$ cat src/rtl/l2t_sii_req_rcv.sv
`default_nettype none
// ============================================================================
//  Module   : l2t_sii_req_rcv
//  Function : SII-to-L2T inbound request receiver for one L2 bank.
//             Deserialises the 32-bit request stream into a 64-bit header
//             plus optional WR8 / WRI data, queues requests in arrival
//             order and presents the head entry to the L2T pipe.
//             Dequeue strobes go back to SII as credit returns.
//  Revision : 1.0  initial release
// ============================================================================
module l2t_sii_req_rcv #(
    parameter int IQ_DEPTH  = 4,   // input-queue entries, power of 2, >= 2
    parameter int WIB_DEPTH = 2    // 64-byte write-invalidate lines, power of 2
) (
    input  logic         iol2clk,
    input  logic         arst_l,
    input  logic         sii_l2t_req_vld,
    input  logic [31:0]  sii_l2t_req,
    output logic         l2_req_vld,
    input  logic         l2_req_rdy,
    output logic [63:0]  l2_req_hdr,
    output logic [63:0]  l2_req_wr8_data,
    output logic [511:0] l2_req_wri_data,
    output logic         l2t_sii_iq_dequeue,
    output logic         l2t_sii_wib_dequeue,
    output logic         rcv_err
);

    // ------------------------------------------------------------------------
    // Constants
    // ------------------------------------------------------------------------
    localparam int IQ_AW     = $clog2(IQ_DEPTH);
    localparam int WIB_AW    = $clog2(WIB_DEPTH);
    localparam int WIB_WORDS = WIB_DEPTH * 16;

    localparam logic [2:0] CMD_READ = 3'b001;
    localparam logic [2:0] CMD_WR8  = 3'b010;
    localparam logic [2:0] CMD_WRI  = 3'b100;

    localparam logic [2:0] S_IDLE   = 3'd0;
    localparam logic [2:0] S_HDR0   = 3'd1;
    localparam logic [2:0] S_HDR1   = 3'd2;
    localparam logic [2:0] S_DUMMY  = 3'd3;
    localparam logic [2:0] S_DATA   = 3'd4;
    localparam logic [2:0] S_COMMIT = 3'd5;

    localparam logic [IQ_AW:0]  IQ_PTR_ONE  = {{IQ_AW{1'b0}}, 1'b1};
    localparam logic [WIB_AW:0] WIB_PTR_ONE = {{WIB_AW{1'b0}}, 1'b1};

    // ------------------------------------------------------------------------
    // Receive-side state
    // ------------------------------------------------------------------------
    logic [2:0]  r_state;
    logic [2:0]  w_state_nxt;
    logic [63:0] r_hdr;          // header under assembly
    logic [63:0] r_wr8;          // WR8 data shift register, MSW first
    logic [3:0]  r_beat_cnt;     // index of the current data beat
    logic [3:0]  r_beat_last;    // index of the final data beat

    // FSM output strobes
    logic w_cap_hi;
    logic w_cap_lo;
    logic w_decode;
    logic w_beat;
    logic w_commit;

    // Command decode of the assembled header
    logic [2:0] w_cmd;
    logic       w_is_read;
    logic       w_is_wr8;
    logic       w_is_wri;
    logic       w_legal;
    logic [4:0] w_nbeats;

    // ------------------------------------------------------------------------
    // Queue state and storage (storage is deliberately not reset)
    // ------------------------------------------------------------------------
    logic [IQ_AW:0]    r_iq_wptr;
    logic [IQ_AW:0]    r_iq_rptr;
    logic [WIB_AW:0]   r_wib_wptr;
    logic [WIB_AW:0]   r_wib_rptr;

    logic [63:0]       r_iq_hdr  [IQ_DEPTH];
    logic [63:0]       r_iq_wr8  [IQ_DEPTH];
    logic              r_iq_wri  [IQ_DEPTH];
    logic [WIB_AW-1:0] r_iq_widx [IQ_DEPTH];
    logic [31:0]       r_wib_mem [WIB_WORDS];

    logic              r_iq_deq;
    logic              r_wib_deq;
    logic              r_err;

    logic [IQ_AW-1:0]  w_iq_widx;
    logic [IQ_AW-1:0]  w_iq_ridx;
    logic              w_iq_empty;
    logic              w_iq_full;
    logic              w_wib_full;
    logic              w_head_wri;
    logic [WIB_AW-1:0] w_head_widx;
    logic              w_pop;
    logic              w_iq_room;
    logic              w_wib_room;
    logic              w_push;
    logic              w_drop;
    logic              w_proto_err;
    logic              w_wib_wr;
    logic [WIB_AW+3:0] w_wib_waddr;
    logic [511:0]      w_wri_line;

    // ------------------------------------------------------------------------
    // Command decode
    // ------------------------------------------------------------------------
    assign w_cmd     = r_hdr[63:61];
    assign w_is_read = (w_cmd == CMD_READ);
    assign w_is_wr8  = (w_cmd == CMD_WR8);
    assign w_is_wri  = (w_cmd == CMD_WRI);
    assign w_legal   = w_is_read | w_is_wr8 | w_is_wri;

    // Number of data beats that follow the dummy cycle for this command
    always_comb begin
        w_nbeats = 5'd0;
        if (w_is_wr8) begin
            w_nbeats = 5'd2;
        end else if (w_is_wri) begin
            w_nbeats = 5'd16;
        end
    end

    // ------------------------------------------------------------------------
    // Receive FSM
    // ------------------------------------------------------------------------
    // State register
    always_ff @(posedge iol2clk or negedge arst_l) begin
        if (!arst_l) begin
            r_state <= S_IDLE;
        end else begin
            r_state <= w_state_nxt;
        end
    end

    // Next-state logic: fixed header/dummy slots, then a counted data phase
    always_comb begin
        w_state_nxt = r_state;
        case (r_state)
            S_IDLE:   if (sii_l2t_req_vld) w_state_nxt = S_HDR0;
            S_HDR0:   w_state_nxt = S_HDR1;
            S_HDR1:   w_state_nxt = S_DUMMY;
            S_DUMMY:  w_state_nxt = (w_nbeats != 5'd0) ? S_DATA : S_COMMIT;
            S_DATA:   if (r_beat_cnt == r_beat_last) w_state_nxt = S_COMMIT;
            S_COMMIT: w_state_nxt = S_IDLE;
            default:  w_state_nxt = S_IDLE;
        endcase
    end

    // Output decode: one strobe per receive phase
    always_comb begin
        w_cap_hi = 1'b0;
        w_cap_lo = 1'b0;
        w_decode = 1'b0;
        w_beat   = 1'b0;
        w_commit = 1'b0;
        case (r_state)
            S_HDR0:   w_cap_hi = 1'b1;
            S_HDR1:   w_cap_lo = 1'b1;
            S_DUMMY:  w_decode = 1'b1;
            S_DATA:   w_beat   = 1'b1;
            S_COMMIT: w_commit = 1'b1;
            default:  ;
        endcase
    end

    // ------------------------------------------------------------------------
    // Receive datapath
    // ------------------------------------------------------------------------
    // Header assembly, upper word arrives first
    always_ff @(posedge iol2clk or negedge arst_l) begin
        if (!arst_l) begin
            r_hdr <= '0;
        end else if (w_cap_hi) begin
            r_hdr[63:32] <= sii_l2t_req;
        end else if (w_cap_lo) begin
            r_hdr[31:0] <= sii_l2t_req;
        end
    end

    // Beat counter, armed in the dummy cycle once the command is known
    always_ff @(posedge iol2clk or negedge arst_l) begin
        if (!arst_l) begin
            r_beat_cnt  <= 4'd0;
            r_beat_last <= 4'd0;
        end else if (w_decode) begin
            r_beat_cnt  <= 4'd0;
            r_beat_last <= 4'(w_nbeats - 5'd1);
        end else if (w_beat) begin
            r_beat_cnt  <= r_beat_cnt + 4'd1;
        end
    end

    // WR8 data collects MSW first through a two-word shift
    always_ff @(posedge iol2clk or negedge arst_l) begin
        if (!arst_l) begin
            r_wr8 <= '0;
        end else if (w_beat && w_is_wr8) begin
            r_wr8 <= {r_wr8[31:0], sii_l2t_req};
        end
    end

    // ------------------------------------------------------------------------
    // Queue control
    // ------------------------------------------------------------------------
    assign w_iq_widx  = r_iq_wptr[IQ_AW-1:0];
    assign w_iq_ridx  = r_iq_rptr[IQ_AW-1:0];
    assign w_iq_empty = (r_iq_wptr == r_iq_rptr);
    assign w_iq_full  = (r_iq_wptr[IQ_AW] != r_iq_rptr[IQ_AW]) &&
                        (w_iq_widx == w_iq_ridx);
    assign w_wib_full = (r_wib_wptr[WIB_AW] != r_wib_rptr[WIB_AW]) &&
                        (r_wib_wptr[WIB_AW-1:0] == r_wib_rptr[WIB_AW-1:0]);

    assign w_head_wri  = r_iq_wri[w_iq_ridx];
    assign w_head_widx = r_iq_widx[w_iq_ridx];
    assign w_pop       = !w_iq_empty && l2_req_rdy;

    // A pop in the commit cycle frees its slot in time for the push
    assign w_iq_room  = !w_iq_full || w_pop;
    assign w_wib_room = !w_wib_full || (w_pop && w_head_wri);
    assign w_push     = w_commit && w_legal && w_iq_room && (!w_is_wri || w_wib_room);
    assign w_drop     = w_commit && !w_push;
    assign w_proto_err = sii_l2t_req_vld && (r_state != S_IDLE);

    // WRI beats stream straight into the free WIB slot; a full WIB would
    // alias the oldest queued line, so those beats are discarded
    assign w_wib_wr    = w_beat && w_is_wri && !w_wib_full;
    assign w_wib_waddr = {r_wib_wptr[WIB_AW-1:0], ~r_beat_cnt};

    // Pointer update on push and pop
    always_ff @(posedge iol2clk or negedge arst_l) begin
        if (!arst_l) begin
            r_iq_wptr  <= '0;
            r_iq_rptr  <= '0;
            r_wib_wptr <= '0;
            r_wib_rptr <= '0;
        end else begin
            if (w_push) begin
                r_iq_wptr <= r_iq_wptr + IQ_PTR_ONE;
                if (w_is_wri) begin
                    r_wib_wptr <= r_wib_wptr + WIB_PTR_ONE;
                end
            end
            if (w_pop) begin
                r_iq_rptr <= r_iq_rptr + IQ_PTR_ONE;
                if (w_head_wri) begin
                    r_wib_rptr <= r_wib_rptr + WIB_PTR_ONE;
                end
            end
        end
    end

    // Entry and WIB storage writes
    always_ff @(posedge iol2clk) begin
        if (w_push) begin
            r_iq_hdr[w_iq_widx]  <= r_hdr;
            r_iq_wr8[w_iq_widx]  <= w_is_wr8 ? r_wr8 : 64'd0;
            r_iq_wri[w_iq_widx]  <= w_is_wri;
            r_iq_widx[w_iq_widx] <= r_wib_wptr[WIB_AW-1:0];
        end
        if (w_wib_wr) begin
            r_wib_mem[w_wib_waddr] <= sii_l2t_req;
        end
    end

    // Registered credit-return strobes and the sticky error flag
    always_ff @(posedge iol2clk or negedge arst_l) begin
        if (!arst_l) begin
            r_iq_deq  <= 1'b0;
            r_wib_deq <= 1'b0;
            r_err     <= 1'b0;
        end else begin
            r_iq_deq  <= w_pop && !w_head_wri;
            r_wib_deq <= w_pop && w_head_wri;
            r_err     <= r_err | w_proto_err | w_drop;
        end
    end

    // ------------------------------------------------------------------------
    // Head-entry presentation
    // ------------------------------------------------------------------------
    // Word 15 of a slot holds the first beat, so it lands in bits [511:480]
    generate
        for (genvar gi = 0; gi < 16; gi++) begin : g_wri_line
            assign w_wri_line[gi*32 +: 32] = r_wib_mem[{w_head_widx, 4'(gi)}];
        end
    endgenerate

    assign l2_req_vld          = !w_iq_empty;
    assign l2_req_hdr          = l2_req_vld ? r_iq_hdr[w_iq_ridx] : 64'd0;
    assign l2_req_wr8_data     = l2_req_vld ? r_iq_wr8[w_iq_ridx] : 64'd0;
    assign l2_req_wri_data     = (l2_req_vld && w_head_wri) ? w_wri_line : 512'd0;
    assign l2t_sii_iq_dequeue  = r_iq_deq;
    assign l2t_sii_wib_dequeue = r_wib_deq;
    assign rcv_err             = r_err;

endmodule
`default_nettype wire

$ cat config.mk
export PLATFORM = sky130hd
export DESIGN_NAME = l2t_sii_req_rcv
export DESIGN_NICKNAME = d
export VERILOG_FILES = /design/src/rtl/l2t_sii_req_rcv.sv
export SDC_FILE = /design/constraint.sdc
export NUM_CORES = 2
export LEC_CHECK = 0
export CELL_PAD_IN_SITES_DETAIL_PLACEMENT = 0
export CELL_PAD_IN_SITES_GLOBAL_PLACEMENT = 2
export CORE_AREA = 5 5 388 390
export DETAILED_ROUTE_END_ITERATION = 8
export DIE_AREA = 0 0 393 395
export PLACE_DENSITY = 0.82
export SLEW_MARGIN = 20
export SYNTH_ARGS = -nofsm -noshare
export SYNTH_HDL_FRONTEND = slang
export SYNTH_SLANG_ARGS = --single-unit
$ cat constraint.sdc
create_clock -name iol2clk -period 9.1 [get_ports iol2clk]
set_input_delay 1.82 -clock iol2clk [delete_from_list [all_inputs] [get_ports iol2clk]]
set_output_delay 1.82 -clock iol2clk [all_outputs]
set_load 0.01 [all_outputs]
==> metrics.yaml <==
sta:
  tns_ps: 0
  fin_crit_ps: 6910
  drv_slew: 0
  setup_violations: 0
  hold_viol_final: 0
  rsz0062_at_grt: "false"
  period_share: 0.759
  tightest_slew_ps: 1340
  fmax_mhz: 145
  fin_skew_ps: 50.4
  max_slew_margin: 0.107
power:
  power.share.switching: 0.349
  seq_power_share: 0.348
  worst_ir_drop_vdd_uv: 262
  power.switching_mw: 9.54
  power.internal_mw: 17.8
  p_clk_frac: 0.249
  comb_power_share: 0.403
  total_power_mw: 27.3
  power.density_nw_per_um2: 347
  leakage_nw: 26.6
cts:
  holdBufCountCts: 0
  postCtsSetupBuffers: 0
  cts_tree: "built"
  ctsResizeCount: 0
  numCtsBuffers: 171
  htreeDepth: 4
  cts.sinks: 1694
  clock_latency_ps: 820
  cts_buffer_depth: 3
  cts_root_buf: "clkbuf_16"
  cts.clk_slew.worst_paths_ps: 60
yosys:
  synth-adder-area-share: 0.00176
  synth.avg_cell_area_um2: 15.8
  synthArstFlopShare: 0.0885
  synthXorXnorAreaFrac: 0.00205
  synth_compound_area_frac: 0.0425
  netlist_instances: 4065
  synthMuxAreaShare: 0.0686
  yosys.cell_types.count: 40
  syn-num-nets: 4110
  synth_seq_area_share: 0.783
  ys_warn_count: 0
  synthFlopType: "edfxtp_1"
  synth_top_family_by_area: "simple AND/OR/NAND/NOR gates"
  yosys.area_share.simple: 0.0855
  synth_area_um2: 64000
  ys_ff_latch: 1694
  synth_edf_count: 1544
floorplan:
  io_pins: 680
  die_w_um: 393
  dieHeight_um: 395
  start_util: 0.436
  fp-row-count: 141
  coreArea_um2: 147000
  die_area_um2: 155000
placed_design:
  dp_hpwl_um: 108000
  numPortBuffers: 679
  globalplace.congestion: 0.781
cells_and_area:
  final_cell_mix: "edfxtp_1 (1544), nand2_1 (1038), clkdlybuf4s50_1 (646)"
  final_core_util: 0.536
  area_delta_synth_final_pct: 22.9
  mostFrequentLayoutCell: "edfxtp_1"
  finalNetCount: 4817
  layout-drive-gt1-share: 0.138
detailed_routing:
  vias_per_cell: 5.44
  drt-initial-drc-count: 4087
  vias: 37200
  ant_nets: 0
  wl_per_cell_um: 27.8
  routed_wl_um: 191000
  drc: 0
  drtPass1Iterations: 5
critical_path:
  cp.required_ps: 7280
  critPathLaunchType: "flop"
  crit_type: "flop to output port"
  critPathMaxFanout: 112
  cp.arrival_ps: 5090
  end_kind: "output port"
global_route:
  grt_start_max_net_pins: 198
  grtUsageTotal: 0.242
  grt_pass1_wl_um: 269000
  gr-total-overflow: 0
  antenna_found_initial: 20
  grt_pass1_vias: 36700
status:
  outcome: "complete, no violations"
min_path:
  hp-class: "flop to flop"
job:
  drv_cap: 0
layout make-up:
class / instances / area (µm²)
Fill cell: 12000 / 68100
Clock buffer: 225 / 4570
Tap cell: 1930 / 2410
Clock inverter: 89 / 852
Multi-Input combinational cell: 2124 / 13100
Timing Repair Buffer: 775 / 7560
Inverter: 6 / 22.5
Sequential cell: 1694 / 50100
Antenna cell: 4 / 10.0
power groups by stage:
stage                     sequential (mW)  clock, mW  combinational [mW]
after CTS                            9.52       6.92                11.2
after floorplan                      9.49          0                5.22
final                                9.52       6.80                11.0
after global placement               9.64          0                11.1
after global routing                 9.58       7.26                11.8
after detailed placement             9.68          0                11.1
path summary, 6_finish.rpt:
check / start / to / slack, ps / cells after the start
worst min register to register: r_wib_rptr[1]$_DFFE_PN0P_ / r_wib_rptr[1]$_DFFE_PN0P_ / 490 / 1
min in group asynchronous: arst_l / r_wr8[14]$_DFFE_PN0P_ / 970 / 1
worst max-delay path: r_iq_rptr[1]$_DFFE_PN0P_ / l2_req_wri_data[322] / 2190 / 8
worst max register to register: r_iq_rptr[0]$_DFFE_PN0P_ / r_iq_wr8[0][48]$_DFFE_PP_ / 4960 / 6
worst min-delay path: r_wib_rptr[1]$_DFFE_PN0P_ / r_wib_rptr[1]$_DFFE_PN0P_ / 490 / 1
max in group asynchronous: arst_l / r_iq_rptr[0]$_DFFE_PN0P_ / 6730 / 2
per-stage QoR:
stage	hold slack, ps	area (µm²)	setup WS (ps)	instances
after global placement	474	73100	2890	6522
after CTS	491	78600	1950	6840
after floorplan	456	64000	3370	4065
after detailed placement	480	73200	2860	6526
after global routing	507	78700	1880	6843
final	489	78700	2190	6847
cells by family (layout without fill, tap and decap cells):
kind of cell | Yosys count | count (layout)
DFF | 1694 | 1694
AOI/OAI and AO/OA | 535 | 535
muxes | 261 | 261
xor gates and xnor gates | 15 | 15
adders and majority gates | 9 | 9
buffers and inverters | 247 | 1095
other | 0 | 4
and+or+nand+nor | 1304 | 1304
sequential cells by signal, indices dropped and copies added (netlist names):
signal and count:
r_iq_hdr 256, r_wr8 64, l2t_sii_iq_dequeue 1, r_iq_rptr 3, r_iq_widx 4, r_wib_wptr 2
r_wib_mem 1024, rcv_err 1, r_wib_rptr 2, r_iq_wptr 3, r_iq_wr8 256, r_beat_last 2
l2t_sii_wib_dequeue 1, r_beat_cnt 4, r_hdr 64, r_iq_wri 4, r_state 3
cells in the mapped netlist, drive strengths merged, types with 2 or more instances:
| library cell | n | area, µm² |
|---|---|---|
| and2 | 196 | 1230 |
| dfrtp | 150 | 3750 |
| ha | 9 | 113 |
| nand3 | 3 | 15.0 |
| nand2b | 3 | 18.8 |
| mux2 | 131 | 1480 |
| nand2 | 1040 | 3900 |
| clkbuf | 128 | 480 |
| buf | 113 | 577 |
| and3 | 3 | 23.8 |
| o21ai | 5 | 25.0 |
| or2 | 2 | 12.5 |
| nand3b | 3 | 22.5 |
| a21oi | 520 | 2600 |
| nor2 | 41 | 154 |
| nor3b | 3 | 22.5 |
| o211ai | 2 | 15.0 |
| xnor2 | 8 | 70.1 |
| or3 | 3 | 18.8 |
| a311oi | 3 | 26.3 |
| xor2 | 7 | 61.3 |
| edfxtp | 1544 | 46400 |
| mux4 | 129 | 2910 |
| inv | 6 | 22.5 |
| or3b | 3 | 26.3 |
critical path, stage by stage (launching register included):
cell,delay (ps)
dfrtp_4,560
buf_4,770
mux2_2,460
o21ai_4,360
buf_12,470
buf_4,490
nand2_1,110
a21oi_1,320
clkdlybuf4s50_1,620
metal layers:
metal,global-route usage,part of all wire,vias up
li1,-,-,16300
met1,0.324,0.39,19200
met2,0.386,0.48,1553
met3,0.0811,0.11,205
met4,0.0588,0.022,0
met5,0,0,-
Note: power is estimated with default switching activity, not from simulation.
